`src/rtl/ten_eth_pkg.sv`:
```
// Shared constants and helpers for the 10G Ethernet ingress path.
package ten_eth_pkg;

  localparam int MAC_W       = 48;
  localparam int AXIS_DATA_W = 64;
  localparam int AXIS_KEEP_W = 8;
  localparam int LOOKUP_ID_W = 4;

  // A first beat must carry at least the six destination MAC bytes.
  localparam logic [5:0] RUNT_KEEP_MASK = 6'h3F;

  // First wire byte (data[7:0]) becomes the MSB of the MAC.
  function automatic logic [MAC_W-1:0] mac_from_wire(input logic [AXIS_DATA_W-1:0] d);
    logic [MAC_W-1:0] m;
    m = '0;
    for (int i = 0; i < 6; i++) begin
      m[MAC_W-1-8*i -: 8] = d[8*i +: 8];
    end
    return m;
  endfunction

endpackage

```
`src/rtl/lookup_credit_ctr.sv`:
```
// Outstanding-lookup credit counter with underflow error flag and frame-boundary stall.
module lookup_credit_ctr
  import ten_eth_pkg::*;
#(
  parameter int ID_W            = LOOKUP_ID_W,
  parameter int MAX_OUTSTANDING = 16
) (
  input  logic          i_clk,
  input  logic          i_rst,
  input  logic          i_issue,
  input  logic          i_return,
  input  logic          i_in_frame,
  output logic [ID_W:0] o_outstanding,
  output logic          o_credit_err,
  output logic          o_stall
);

  localparam logic [ID_W:0] MAX_CNT = MAX_OUTSTANDING[ID_W:0];
  localparam logic [ID_W:0] CNT_ONE = {{ID_W{1'b0}}, 1'b1};

  logic [ID_W:0] cnt_q, cnt_d;
  logic          err_q, err_d;

  always_comb begin
    cnt_d = cnt_q;
    err_d = err_q;
    unique case ({i_issue, i_return})
      2'b10: cnt_d = cnt_q + CNT_ONE;
      2'b01: begin
        // A result with nothing outstanding is a protocol error; the count stays at zero.
        if (cnt_q == '0) err_d = 1'b1;
        else             cnt_d = cnt_q - CNT_ONE;
      end
      default: ;
    endcase
  end

  always_ff @(posedge i_clk or negedge i_rst) begin
    if (!i_rst) begin
      cnt_q <= '0;
      err_q <= 1'b0;
    end else begin
      cnt_q <= cnt_d;
      err_q <= err_d;
    end
  end

  // Only a new frame waits for credit; a frame already started always completes.
  assign o_stall       = !i_in_frame && (cnt_q == MAX_CNT);
  assign o_outstanding = cnt_q;
  assign o_credit_err  = err_q;

endmodule

```
`src/rtl/mac_lookup_req.sv`:
```
// Ingress stage: issues one tagged MAC lookup per frame, forwards the frame with its ID,
// and drops runt frames.
module mac_lookup_req
  import ten_eth_pkg::*;
#(
  parameter int ID_W            = LOOKUP_ID_W,
  parameter int MAX_OUTSTANDING = 16,
  parameter int CNT_W           = 16
) (
  input  logic                   i_clk,
  input  logic                   i_rst,
  input  logic [AXIS_DATA_W-1:0] s_axis_rx_data,
  input  logic [AXIS_KEEP_W-1:0] s_axis_rx_keep,
  input  logic                   s_axis_rx_valid,
  input  logic                   s_axis_rx_last,
  output logic                   s_axis_rx_ready,
  output logic [AXIS_DATA_W-1:0] m_axis_tx_data,
  output logic [AXIS_KEEP_W-1:0] m_axis_tx_keep,
  output logic                   m_axis_tx_valid,
  output logic                   m_axis_tx_last,
  output logic [ID_W-1:0]        m_axis_tx_user,
  input  logic                   m_axis_tx_ready,
  output logic [MAC_W-1:0]       o_check_mac,
  output logic [ID_W-1:0]        o_check_id,
  output logic                   o_check_valid,
  input  logic                   i_result_valid,
  input  logic [ID_W-1:0]        i_result_id,
  output logic [ID_W:0]          o_outstanding,
  output logic [CNT_W-1:0]       o_runt_cnt,
  output logic                   o_credit_err
);

  localparam logic [ID_W-1:0]  ID_ONE  = {{(ID_W-1){1'b0}}, 1'b1};
  localparam logic [CNT_W-1:0] CNT_ONE = {{(CNT_W-1){1'b0}}, 1'b1};

  logic accept, sof, runt, good_sof, fwd, stall;

  logic                   in_frame_q, in_frame_d;
  logic                   drop_q, drop_d;
  logic [ID_W-1:0]        id_q, id_d;
  logic [ID_W-1:0]        frame_id_q, frame_id_d;
  logic [AXIS_DATA_W-1:0] tx_data_q, tx_data_d;
  logic [AXIS_KEEP_W-1:0] tx_keep_q, tx_keep_d;
  logic                   tx_valid_q, tx_valid_d;
  logic                   tx_last_q, tx_last_d;
  logic [ID_W-1:0]        tx_user_q, tx_user_d;
  logic                   check_valid_q, check_valid_d;
  logic [MAC_W-1:0]       check_mac_q, check_mac_d;
  logic [ID_W-1:0]        check_id_q, check_id_d;
  logic [CNT_W-1:0]       runt_cnt_q, runt_cnt_d;

  // Result IDs are not cross-checked against issued IDs.
  logic unused_result_id;
  assign unused_result_id = ^i_result_id;

  lookup_credit_ctr #(
    .ID_W            (ID_W),
    .MAX_OUTSTANDING (MAX_OUTSTANDING)
  ) u_credit (
    .i_clk         (i_clk),
    .i_rst         (i_rst),
    .i_issue       (good_sof),
    .i_return      (i_result_valid),
    .i_in_frame    (in_frame_q),
    .o_outstanding (o_outstanding),
    .o_credit_err  (o_credit_err),
    .o_stall       (stall)
  );

  // Ready is forced low while reset is held so every output reads zero.
  assign s_axis_rx_ready = i_rst && (!tx_valid_q || m_axis_tx_ready) && !stall;

  always_comb begin
    accept   = s_axis_rx_valid && s_axis_rx_ready;
    sof      = accept && !in_frame_q;
    runt     = sof && ((s_axis_rx_keep[5:0] & RUNT_KEEP_MASK) != RUNT_KEEP_MASK);
    good_sof = sof && !runt;
    fwd      = good_sof || (accept && in_frame_q && !drop_q);

    in_frame_d    = accept ? !s_axis_rx_last : in_frame_q;
    drop_d        = drop_q;
    id_d          = id_q;
    frame_id_d    = frame_id_q;
    tx_data_d     = tx_data_q;
    tx_keep_d     = tx_keep_q;
    tx_valid_d    = tx_valid_q;
    tx_last_d     = tx_last_q;
    tx_user_d     = tx_user_q;
    check_valid_d = good_sof;
    check_mac_d   = check_mac_q;
    check_id_d    = check_id_q;
    runt_cnt_d    = runt_cnt_q;

    if (sof)                         drop_d = runt && !s_axis_rx_last;
    else if (accept && s_axis_rx_last) drop_d = 1'b0;

    if (good_sof) begin
      id_d        = id_q + ID_ONE;
      frame_id_d  = id_q;
      check_mac_d = mac_from_wire(s_axis_rx_data);
      check_id_d  = id_q;
    end

    if (runt && (runt_cnt_q != '1)) runt_cnt_d = runt_cnt_q + CNT_ONE;

    // Single output register: load on a forwarded beat, otherwise drain on ready.
    if (fwd) begin
      tx_data_d  = s_axis_rx_data;
      tx_keep_d  = s_axis_rx_keep;
      tx_last_d  = s_axis_rx_last;
      tx_valid_d = 1'b1;
      tx_user_d  = good_sof ? id_q : frame_id_q;
    end else if (m_axis_tx_ready) begin
      tx_valid_d = 1'b0;
    end
  end

  always_ff @(posedge i_clk or negedge i_rst) begin
    if (!i_rst) begin
      in_frame_q    <= 1'b0;
      drop_q        <= 1'b0;
      id_q          <= '0;
      frame_id_q    <= '0;
      tx_data_q     <= '0;
      tx_keep_q     <= '0;
      tx_valid_q    <= 1'b0;
      tx_last_q     <= 1'b0;
      tx_user_q     <= '0;
      check_valid_q <= 1'b0;
      check_mac_q   <= '0;
      check_id_q    <= '0;
      runt_cnt_q    <= '0;
    end else begin
      in_frame_q    <= in_frame_d;
      drop_q        <= drop_d;
      id_q          <= id_d;
      frame_id_q    <= frame_id_d;
      tx_data_q     <= tx_data_d;
      tx_keep_q     <= tx_keep_d;
      tx_valid_q    <= tx_valid_d;
      tx_last_q     <= tx_last_d;
      tx_user_q     <= tx_user_d;
      check_valid_q <= check_valid_d;
      check_mac_q   <= check_mac_d;
      check_id_q    <= check_id_d;
      runt_cnt_q    <= runt_cnt_d;
    end
  end

  assign m_axis_tx_data  = tx_data_q;
  assign m_axis_tx_keep  = tx_keep_q;
  assign m_axis_tx_valid = tx_valid_q;
  assign m_axis_tx_last  = tx_last_q;
  assign m_axis_tx_user  = tx_user_q;
  assign o_check_valid   = check_valid_q;
  assign o_check_mac     = check_mac_q;
  assign o_check_id      = check_id_q;
  assign o_runt_cnt      = runt_cnt_q;

endmodule

```
`config.mk`:
```
export PLATFORM = sky130hd
export DESIGN_NAME = mac_lookup_req
export DESIGN_NICKNAME = d
export VERILOG_FILES = /design/src/rtl/ten_eth_pkg.sv /design/src/rtl/lookup_credit_ctr.sv /design/src/rtl/mac_lookup_req.sv
export SDC_FILE = /design/constraint.sdc
export NUM_CORES = 1
export LEC_CHECK = 0
export CORE_MARGIN = 2
export CORE_UTILIZATION = 40
export CTS_BUF_LIST = sky130_fd_sc_hd__clkbuf_4
export DETAILED_ROUTE_END_ITERATION = 10
export PLACE_DENSITY = 0.84
export SLEW_MARGIN = 30
export SYNTH_ARGS = -nofsm -noshare
export SYNTH_HDL_FRONTEND = slang
export SYNTH_SLANG_ARGS = --single-unit
```
`constraint.sdc`:
```
create_clock -name i_clk -period 2.3 [get_ports i_clk]
set_input_delay 0.46 -clock i_clk [delete_from_list [all_inputs] [get_ports i_clk]]
set_output_delay 0.46 -clock i_clk [all_outputs]
set_load 0.005 [all_outputs]
```
Word-level counts from Yosys, hierarchy flattened

Index checks and enable logic that the tools add are counted.

Bits in registers: 163

Add/sub/neg operators: 4
Eq/ne operators: 6
Mux-type cells: 7
Reduce and logical (&&, ||, !) cells: 26

Operators with widths:

| operator              | number |
|---|---|
| $add 16x1->16 const B | 1 |
| $ne 16x16->1 const B  | 1 |
| $logic_and 1x1->1     | 12 |
| $pmux 5 s2            | 1 |
| $logic_not 1->1       | 6 |
| $ne 6x6->1 const B    | 1 |
| $reduce_bool 2->1     | 3 |
| $add 5x1->5 const B   | 1 |
| $eq 5x5->1 const B    | 1 |
| $logic_not 5->1       | 1 |
| $mux 5                | 1 |
| $sub 5x1->5 const B   | 1 |
| $add 4x1->4 const B   | 1 |
| $mux 1                | 4 |
| $mux 4                | 1 |
| $reduce_and 2->1      | 2 |
| $eq 2x1->1 const B    | 1 |
| $eq 2x2->1 const B    | 1 |
| $logic_or 1x1->1      | 2 |
| $ne 2x2->1 const B    | 1 |

Longest topological paths before layout

Gate-level depths: netlist of run 1.

Depth after elaboration: 12
Mapped depth: 11

Cells and area by module

From an unflattened synthesis of run 1, not the netlist that was laid out.

Cell total of the unflattened synthesis: 542
Area, all modules: 6522.5 µm²

By module, submodules not included:

| module            | times used | cells an instance | area an instance (µm²) |
|---|---|---|---|
| mac_lookup_req    | 1          | 503               | 6132.1 |
| lookup_credit_ctr | 1          | 39                | 390.4 |

Worst setup path before layout of run 1

No wires, ideal clock.

Kind: input port to flip-flop
Start: input s_axis_rx_keep[1]
End: register u_credit.cnt_q[4] (netlist: u_credit.o_outstanding[4])
Library setup time: 0.124 ns
Arrival time: 2.035 ns
Slack: 0.141 ns
Stages on the path: 11
Path buffers: 0
Cells stage by stage: nand2_1 -> nor3_1 -> nand3_2 -> nand2_1 -> xnor2_1 -> ha_1 -> nor2_1 -> nand2_1 -> a21oi_1 -> a41oi_1 -> xnor2_1

Longest elaborated chain between the ends: 7
Elaborated cells on any way between the ends: 10
Those cells by class: eq/ne: 4; mux: 1; reduce/logical: 5

RTL lines:

| element                                                                 | line                    | RTL |
|---|---|---|
| start: declaration                                                      | mac_lookup_req.sv:13    | `input logic [AXIS_KEEP_W-1:0] s_axis_rx_keep,` |
| $ne 6x6->1 *                                                            | mac_lookup_req.sv:76    | `runt = sof && ((s_axis_rx_keep[5:0] & RUNT_KEEP_MASK) != RUNT_KEEP_MASK);` |
| $logic_and 1x1->1 *                                                     | mac_lookup_req.sv:76    |  |
| $logic_not 1->1 *                                                       | mac_lookup_req.sv:77    | `good_sof = sof && !runt;` |
| $logic_and 1x1->1 *                                                     | mac_lookup_req.sv:77    |  |
| $eq 2x1->1 / $eq 2x2->1 (equally long branches)                         | lookup_credit_ctr.sv:27 | `unique case ({i_issue, i_return})` |
| $ne 2x2->1 (no source line) / $reduce_bool 2->1 (equally long branches) | n/a                     |  |
| $reduce_and 2->1 (no source line)                                       | n/a                     |  |
| end signal: assignment                                                  | lookup_credit_ctr.sv:43 | `cnt_q <= cnt_d;` |
| end: declaration                                                        | lookup_credit_ctr.sv:21 | `logic [ID_W:0] cnt_q, cnt_d;` |

Mark *: on every way between the ends. The rest lies on a longest branch, timed or not.
A chain may end at the register's enable or synchronous reset.

Final worst setup path of run 1

Start: register u_credit.cnt_q[0] (netlist: u_credit.o_outstanding[0])
End: register u_credit.cnt_q[4] (netlist: u_credit.o_outstanding[4])

Longest elaborated chain between the ends: 12
Elaborated cells on any way between the ends: 19
Those cells by class: add/sub: 2; eq/ne: 4; mux: 2; reduce/logical: 11

RTL lines:

| element                                                                 | line                    | RTL |
|---|---|---|
| $eq 5x5->1                                                              | lookup_credit_ctr.sv:49 | `assign o_stall = !i_in_frame && (cnt_q == MAX_CNT);` |
| $logic_and 1x1->1                                                       | lookup_credit_ctr.sv:49 |  |
| $logic_not 1->1                                                         | mac_lookup_req.sv:71    | `assign s_axis_rx_ready = i_rst && (!tx_valid_q \|\| m_axis_tx_ready) && !stall;` |
| $logic_and 1x1->1                                                       | mac_lookup_req.sv:71    |  |
| $logic_and 1x1->1                                                       | mac_lookup_req.sv:74    | `accept = s_axis_rx_valid && s_axis_rx_ready;` |
| $logic_and 1x1->1                                                       | mac_lookup_req.sv:75    | `sof = accept && !in_frame_q;` |
| $logic_and 1x1->1                                                       | mac_lookup_req.sv:76    |  |
| $logic_not 1->1                                                         | mac_lookup_req.sv:77    |  |
| $logic_and 1x1->1                                                       | mac_lookup_req.sv:77    |  |
| $eq 2x1->1 / $eq 2x2->1 (equally long branches)                         | lookup_credit_ctr.sv:27 |  |
| $ne 2x2->1 (no source line) / $reduce_bool 2->1 (equally long branches) | n/a                     |  |
| $reduce_and 2->1 (no source line)                                       | n/a                     |  |

Several ways; a longest one is shown, not always the timed one. The select of a mux whose other input is x is not followed.

==> flow_summary.yaml, run 1 <==
place:
  place_congestion: 0.7800
  io_buffers: 231
  dpl.hpwl_um: 11280
  place_ws_ns: -0.4035
  dpl_cell_area_um2: 9199
synth:
  yosys.area.top_type: "dfrtp_1"
  async_flop_share_pct: 100.0
  yosysMostFrequentCell: "nand2_1"
  synthTopCellsByArea: "dfrtp_1 (63%), nand2_1 (11%), mux2_2 (11%), mux2_4 (4.4%), xnor2_1 (2.3%)"
  synth-seq-area-share_pct: 62.83
  yosysWarnings: 0
  synth.cell_area_um2: 6492
  synth_seq_cells: 163
  syn_area_per_cell_um2: 12.02
  synth_flop_cell: "dfrtp_1"
  synth_cells: 540
  synth_commonest_cells: "nand2_1 (187), dfrtp_1 (163), mux2_2 (61), mux2_4 (19), xnor2_1 (17)"
  syn-num-nets: 626
  synth.top_cell.area_share_pct: 62.83
  synth_edf_count: 0
  synthDistinctLibCells: 34
floorplanning:
  die_y_um: 131.4
  die_w_um: 131.4
  dieArea_um2: 17270
  start_util_pct: 40.87
  rows: 46
  pin_count: 236
  core-area_um2: 15890
worst_setup_path:
  critical_path.max_fanout: 4
  r2r-start: "u_credit.o_outstanding[0]"
  ff2ff_setup_slack_ns: 0.13
  worstPathArrival_ns: 2.59
  worstPathRequired_ns: 2.73
  crit_path_end_kind: "register"
  critical_path_class: "reg2reg"
  r2r_cells: 12
  startpoint_type: "register"
  r2r_end: "u_credit.o_outstanding[4]"
power_and_ir_drop:
  power_frac_comb_pct: 35.5
  switching_share_pct: 26.58
  switchingPower_uw: 2526
  finalPower_uw: 9505
  power.share.clock_pct: 20.7
  sequentialPowerShare_pct: 43.8
  intPower_uw: 6979
  vdd_drop_max_uv: 499.7
  p_leak_uw: 0.004510
  p_per_area_nw_per_um2: 991.6
hold_path:
  hold_path_class: "in2reg"
  hold_end: "o_check_mac[23]"
  holdPathStages: 3
  min_from: "s_axis_rx_data[31]"
clock_network:
  htree_levels: 4
  cts-root-buf: "clkbuf_4"
  clock_path_buffers: 2
  cts_num_sinks: 163
  cts_tree: "built"
  clock_latency_ns: 0.53
  clkTransAtPathRegs_ns: 0.13
  cts-buffers-inserted: 17
cells_and_area:
  area_growth_pct: 47.64
  design_area_um2: 9585
  fin_nets: 886
  drive_gt1_share_pct: 18.33
  seq_area_um2: 4079
  fillers: 1329
  multi_input_area_um2: 2306
  finish.utilization_pct: 60.34
  antenna_cells: 0
grt:
  grt_pass1_wl_um: 26680
  grt_pass1_vias: 5208
  grt_use_total_pct: 19.29
  grt-ovfl-total: 0
  antenna_found_initial: 0
  grt_max_degree: 122
timing:
  fin_ws_ns: 0.1349
  relSlewSlack_pct: 56.95
  fin_crit_sh_pct: 94.13
  setup-tns-final_ns: 0
  finalHoldViolCount: 0
  setup_viol: 0
  finClkSkew_ns: 0.01629
  rsz0062_at_grt: "true"
  worstMarginPinSlew_ns: 0.6458
  fin_crit_ns: 2.165
  slew_viol_final: 0
  clock.fmax_ghz: 0.4619
status:
  status: "complete, no violations"
drt:
  viasPerCell: 4.707
  drc: 0
  vias: 4843
  ant_nets: 0
  dr.pass1.iters: 6
  drtIter0Drc: 148
  wl_per_cell_um: 15.61
  finalWirelength_um: 16060
flow_run:
  max_cap_viol_count: 0
## final cells by class
type	instances	share of cell area, %
well taps	216	2.819
flip-flops and latches	163	42.55
multi-input cells	352	24.06
inverters	4	0.1566
clock inverters	15	2.193
repair buffers	262	26.89
clock buffers	17	1.331
## state kept, by name, indices dropped and copies added, names as in the netlist
signal / flops
m_axis_tx_valid: 1
m_axis_tx_keep: 8
u_credit.o_credit_err: 1
m_axis_tx_data: 64
u_credit.o_outstanding: 5
o_check_mac: 48
o_check_valid: 1
drop_q: 1
m_axis_tx_last: 1
o_check_id: 4
m_axis_tx_user: 4
id_q: 4
o_runt_cnt: 16
frame_id_q: 4
in_frame_q: 1
## repair_timing
action,in CTS,in global routing
buffers inserted,1,1
pin swaps,2,3
hold buffers,1,0
gates resized for setup,4,4
cloned,0,0
hold endpoints to repair,38,0
setup endpoints to repair,1,5
## power by group through the flow
stage | Clock [uW] | Combinational [uW] | Sequential, uW
floorplan | 0 | 1110 | 4260
global placement | 0 | 3320 | 4170
detailed placement | 0 | 3390 | 4230
CTS | 2030 | 3420 | 4180
global route | 2160 | 3620 | 4290
finish | 1960 | 3380 | 4170
## how the worst max path moves through the flow
stage / from / endpoint / slack [ns] / cells past startpoint
finish: u_credit.o_outstanding[0] / u_credit.o_outstanding[4] / 0.13 / 12
global route: u_credit.o_outstanding[0] / u_credit.o_outstanding[4] / -0.02 / 12
CTS: u_credit.o_outstanding[0] / s_axis_rx_ready / 0.01 / 4
detailed placement: s_axis_rx_keep[1] / u_credit.o_outstanding[4] / -0.40 / 12
global placement: s_axis_rx_keep[1] / u_credit.o_outstanding[4] / -0.33 / 12
floorplan: s_axis_rx_keep[1] / u_credit.o_outstanding[4] / 0.14 / 11
## worst max-delay path: stages (launching register included)
cell and delay (ns):
dfrtp_1 0.41, nor3_2 0.25, nand3_2 0.10, buf_4 0.16, nand3_2 0.09, nand2_2 0.10, xnor2_1 0.14, ha_1 0.21
nor2_2 0.10, nand2_1 0.07, a21oi_1 0.15, a41oi_1 0.14, xnor2_1 0.15
## layout by cell type, fill, tap and decap left out, types with 2 or more instances in the layout
cell type        netlist  final
a21oi_1                3      3
and3_1                 7      6
buf_12                 0      2
buf_4                  1     27
buf_6                  3      2
bufinv_16              0      5
clkbuf_4               0     17
clkdlybuf4s50_1        0    229
clkinv_1               0      3
clkinv_2               0      3
dfrtp_1              163    163
ha_1                   4      4
inv_1                  4      3
inv_6                  0      2
mux2_2                61     61
mux2_4                19     19
mux2i_1                2      2
nand2_1              187    186
nand3_1                6      5
nand3_2                2      2
nand3b_1               2      2
nand4_1                7      7
nor2_1                 8      7
nor3_1                 6      5
o21ai_0                4      4
xnor2_1               17     17
xor2_1                 5      5
## cell families after synthesis
logic type	share of synthesized area, %
xor+xnor	2.968
fa+ha+maj	0.7709
flops	62.83
compound gates	1.446
simple gates	14.63
mux	15.28
buf+inv	2.081
## per-stage QoR
| stage | instances | hold slack (ns) |
|---|---|---|
| 2_1_floorplan | 540 | 0.1644 |
| 3_3_place_gp | 994 | 0.4512 |
| 3_5_place_dp | 994 | 0.4607 |
| 4_1_cts | 1028 | 0.3975 |
| 5_1_grt | 1029 | 0.3966 |
| 6_report | 1029 | 0.4642 |
## layer usage
layer / vias up / track usage, % / routed length [um]
met5: - / 0 / 0
met4: 0 / 6.341 / 298
met3: 21 / 6.713 / 991
met2: 153 / 32.84 / 8166
met1: 2367 / 22.88 / 6607
li1: 2302 / - / -
Note: power is estimated with default switching activity, not from simulation.
==> run 2: changes to the inputs <==
Settings changed: ABC_AREA set to 1, MAX_ROUTING_LAYER set to met4, PLACE_DENSITY 0.84 to 0.83.
==> flow_summary.yaml, run 2 <==
status:
  status: "complete, no violations"
grt:
  grt_pass1_vias: 5798
  grt-ovfl-total: 0
  grt_use_total_pct: 21.07
  grt_max_degree: 164
  antenna_found_initial: 0
  grt_pass1_wl_um: 28590
worst_setup_path:
  critical_path_class: "reg2out"
  cpLargestDelayFamily: "flip-flops"
  r2r-start: "m_axis_tx_valid"
  crit_path_end_kind: "output pin"
  ff2ff_setup_slack_ns: 0.30
  path_cells: "nor2_4 -> nand3_2 -> o21a_1 -> dlygate4sd2_1"
  worstPathRequired_ns: 1.84
  startpoint_type: "register"
  critPathSlowestCell: "dfrtp_2"
  r2r_cells: 14
  cpPeakStageDelay_ns: 0.47
  r2r_end: "u_credit.o_outstanding[4]"
  critical_path.max_fanout: 3
  path_buf_inv: 1
  worstPathArrival_ns: 1.70
place:
  io_buffers: 231
  dpl.hpwl_um: 11910
  place_ws_ns: -0.1820
  place_congestion: 0.8481
drt:
  vias: 5715
  wl_per_cell_um: 14.37
  viasPerCell: 4.684
  drc: 0
  dr.pass1.iters: 5
  finalWirelength_um: 17530
  ant_nets: 0
  drtIter0Drc: 223
clock_network:
  htree_levels: 4
  cts_tree: "built"
  cts-buffers-inserted: 17
  clkTransAtPathRegs_ns: 0.13
  clock_latency_ns: 0.53
  cts_num_sinks: 163
  cts-root-buf: "clkbuf_4"
  clock_path_buffers: 2
flow_run:
  max_cap_viol_count: 0
timing:
  rsz0062_at_grt: "false"
  fin_crit_sh_pct: 93.87
  worstMarginPinSlew_ns: 0.4609
  relSlewSlack_pct: 69.27
  setup_viol: 0
  timing.hold.ws_ns: 0.4386
  clock.fmax_ghz: 0.4632
  fin_ws_ns: 0.1409
  finClkSkew_ns: 0.01471
  slew_viol_final: 0
  fin_crit_ns: 2.159
  finalHoldViolCount: 0
floorplanning:
  core-area_um2: 16410
  rows: 47
  die_w_um: 133.1
  die_y_um: 133.1
  start_util_pct: 40.61
  pin_count: 236
  dieArea_um2: 17710
cells_and_area:
  final_cell_mix: "nand2_1 (379), clkdlybuf4s50_1 (229), dfrtp_1 (160)"
  largest_reg_flops: 64
  antenna_cells: 0
  drive_gt1_share_pct: 8.800
  area_growth_pct: 45.77
  fin_nets: 1073
  mostFrequentLayoutCell: "nand2_1"
  finish.utilization_pct: 59.19
  fillers: 1393
synth:
  synth-seq-area-share_pct: 61.22
  syn-num-nets: 822
  synth.top_cell.area_share_pct: 61.22
  synth_commonest_cells: "nand2_1 (379), dfrtp_1 (163), inv_1 (38), o21ai_0 (26), nor2_1 (19)"
  synth_edf_count: 0
  async_flop_share_pct: 100.0
  synth_flop_cell: "dfrtp_1"
  synth.cell_area_um2: 6663
  synthDistinctLibCells: 35
  yosys.area.top_type: "dfrtp_1"
  yosysWarnings: 0
  synth_cells: 736
  synth_seq_cells: 163
  synthTopCellsByArea: "dfrtp_1 (61%), nand2_1 (21%), inv_1 (2.1%), o21ai_0 (2.0%), xor2_1 (1.6%)"
  yosysMostFrequentCell: "nand2_1"
  syn_area_per_cell_um2: 9.053
power_and_ir_drop:
  finalPower_uw: 9011
  p_leak_uw: 0.004841
  vdd_drop_max_uv: 544.3
  p_per_area_nw_per_um2: 927.9
hold_path:
  holdPathStages: 6
  min_from: "i_rst"
  hold_path_class: "in2reg"
  hold_end: "in_frame_q"
## run 2: changes by cell type after synthesis, sizes merged, moves of 14 or more
cell   before  now
nand2     187  384
mux2       80    0
inv         4   43
o21ai       4   32
nor2        8   23
nand3       8   22
## run 2: power breakdown
group | switching [uW] | internal [uW]
Clock | 1000 | 651
Sequential | 494 | 3630
Combinational | 1330 | 1910
Total | 2830 | 6180
## run 2: metal layers
layer | share of wire (%) | vias up | GRT usage [%]
li1 | - | 2773 | -
met5 | 0 | - | -
met3 | 7.1 | 35 | 6.015
met4 | 2.2 | 0 | 6.989
met2 | 49 | 217 | 34.48
met1 | 42 | 2690 | 25.15
## run 2: how the worst max path moves through the flow
stage | endpoint | depth (start not counted) | from | slack [ns]
finish | s_axis_rx_ready | 4 | u_credit.o_outstanding[1] | 0.14
global route | s_axis_rx_ready | 4 | u_credit.o_outstanding[3] | 0.01
CTS | s_axis_rx_ready | 4 | u_credit.o_outstanding[2] | 0.02
detailed placement | u_credit.o_outstanding[4] | 16 | s_axis_rx_keep[1] | -0.18
global placement | u_credit.o_outstanding[4] | 16 | s_axis_rx_keep[1] | -0.15
floorplan | u_credit.o_outstanding[4] | 17 | m_axis_tx_ready | 0.39
## run 2: area by class of cell
| class | instances | area [um^2] | area share, % |
|---|---|---|---|
| flip-flops and latches | 163 | 4083 | 42.04 |
| repair buffers | 260 | 2640 | 27.18 |
| well taps | 220 | 275.3 | 2.834 |
| multi-input cells | 502 | 2278 | 23.46 |
| inverters | 43 | 163.9 | 1.688 |
| clock inverters | 14 | 136.4 | 1.404 |
| clock buffers | 18 | 135.1 | 1.391 |
## run 2: timing repair
action / in CTS / in global routing
hold buffers: 0 / 1
buffers inserted: 4 / 0
resized for setup: 5 / 3
setup endpoints to repair: 1 / 1
pin swaps: 0 / 0
hold endpoints to repair: 0 / 82
## run 2: metrics by stage
stage	std cells	cell area, um^2	setup TNS, ns
2_1_floorplan	736	6663	0
3_3_place_gp	1182	9353	-0.2657
3_5_place_dp	1182	9353	-0.7669
4_1_cts	1218	9659	0
5_1_grt	1220	9712	0
6_report	1220	9712	0
## run 2: kinds of logic (layout without fill, tap and decap cells)
logic type      after synthesis  in the layout  synth area share [%]
compound gates               42             42                 3.831
xor+xnor                     19             19                 2.498
fa+ha+maj                     4              4                0.7512
buf+inv                      71            335                 4.845
flops                       163            163                 61.22
simple gates                437            437                 26.85
## run 2: worst min-delay path, delay by kind of cell
kind | cells | cell delay (ns)
buffers and inverters | 3 | 0.28
and+or+nand+nor | 1 | 0.08
AOI/OAI and AO/OA | 2 | 0.11
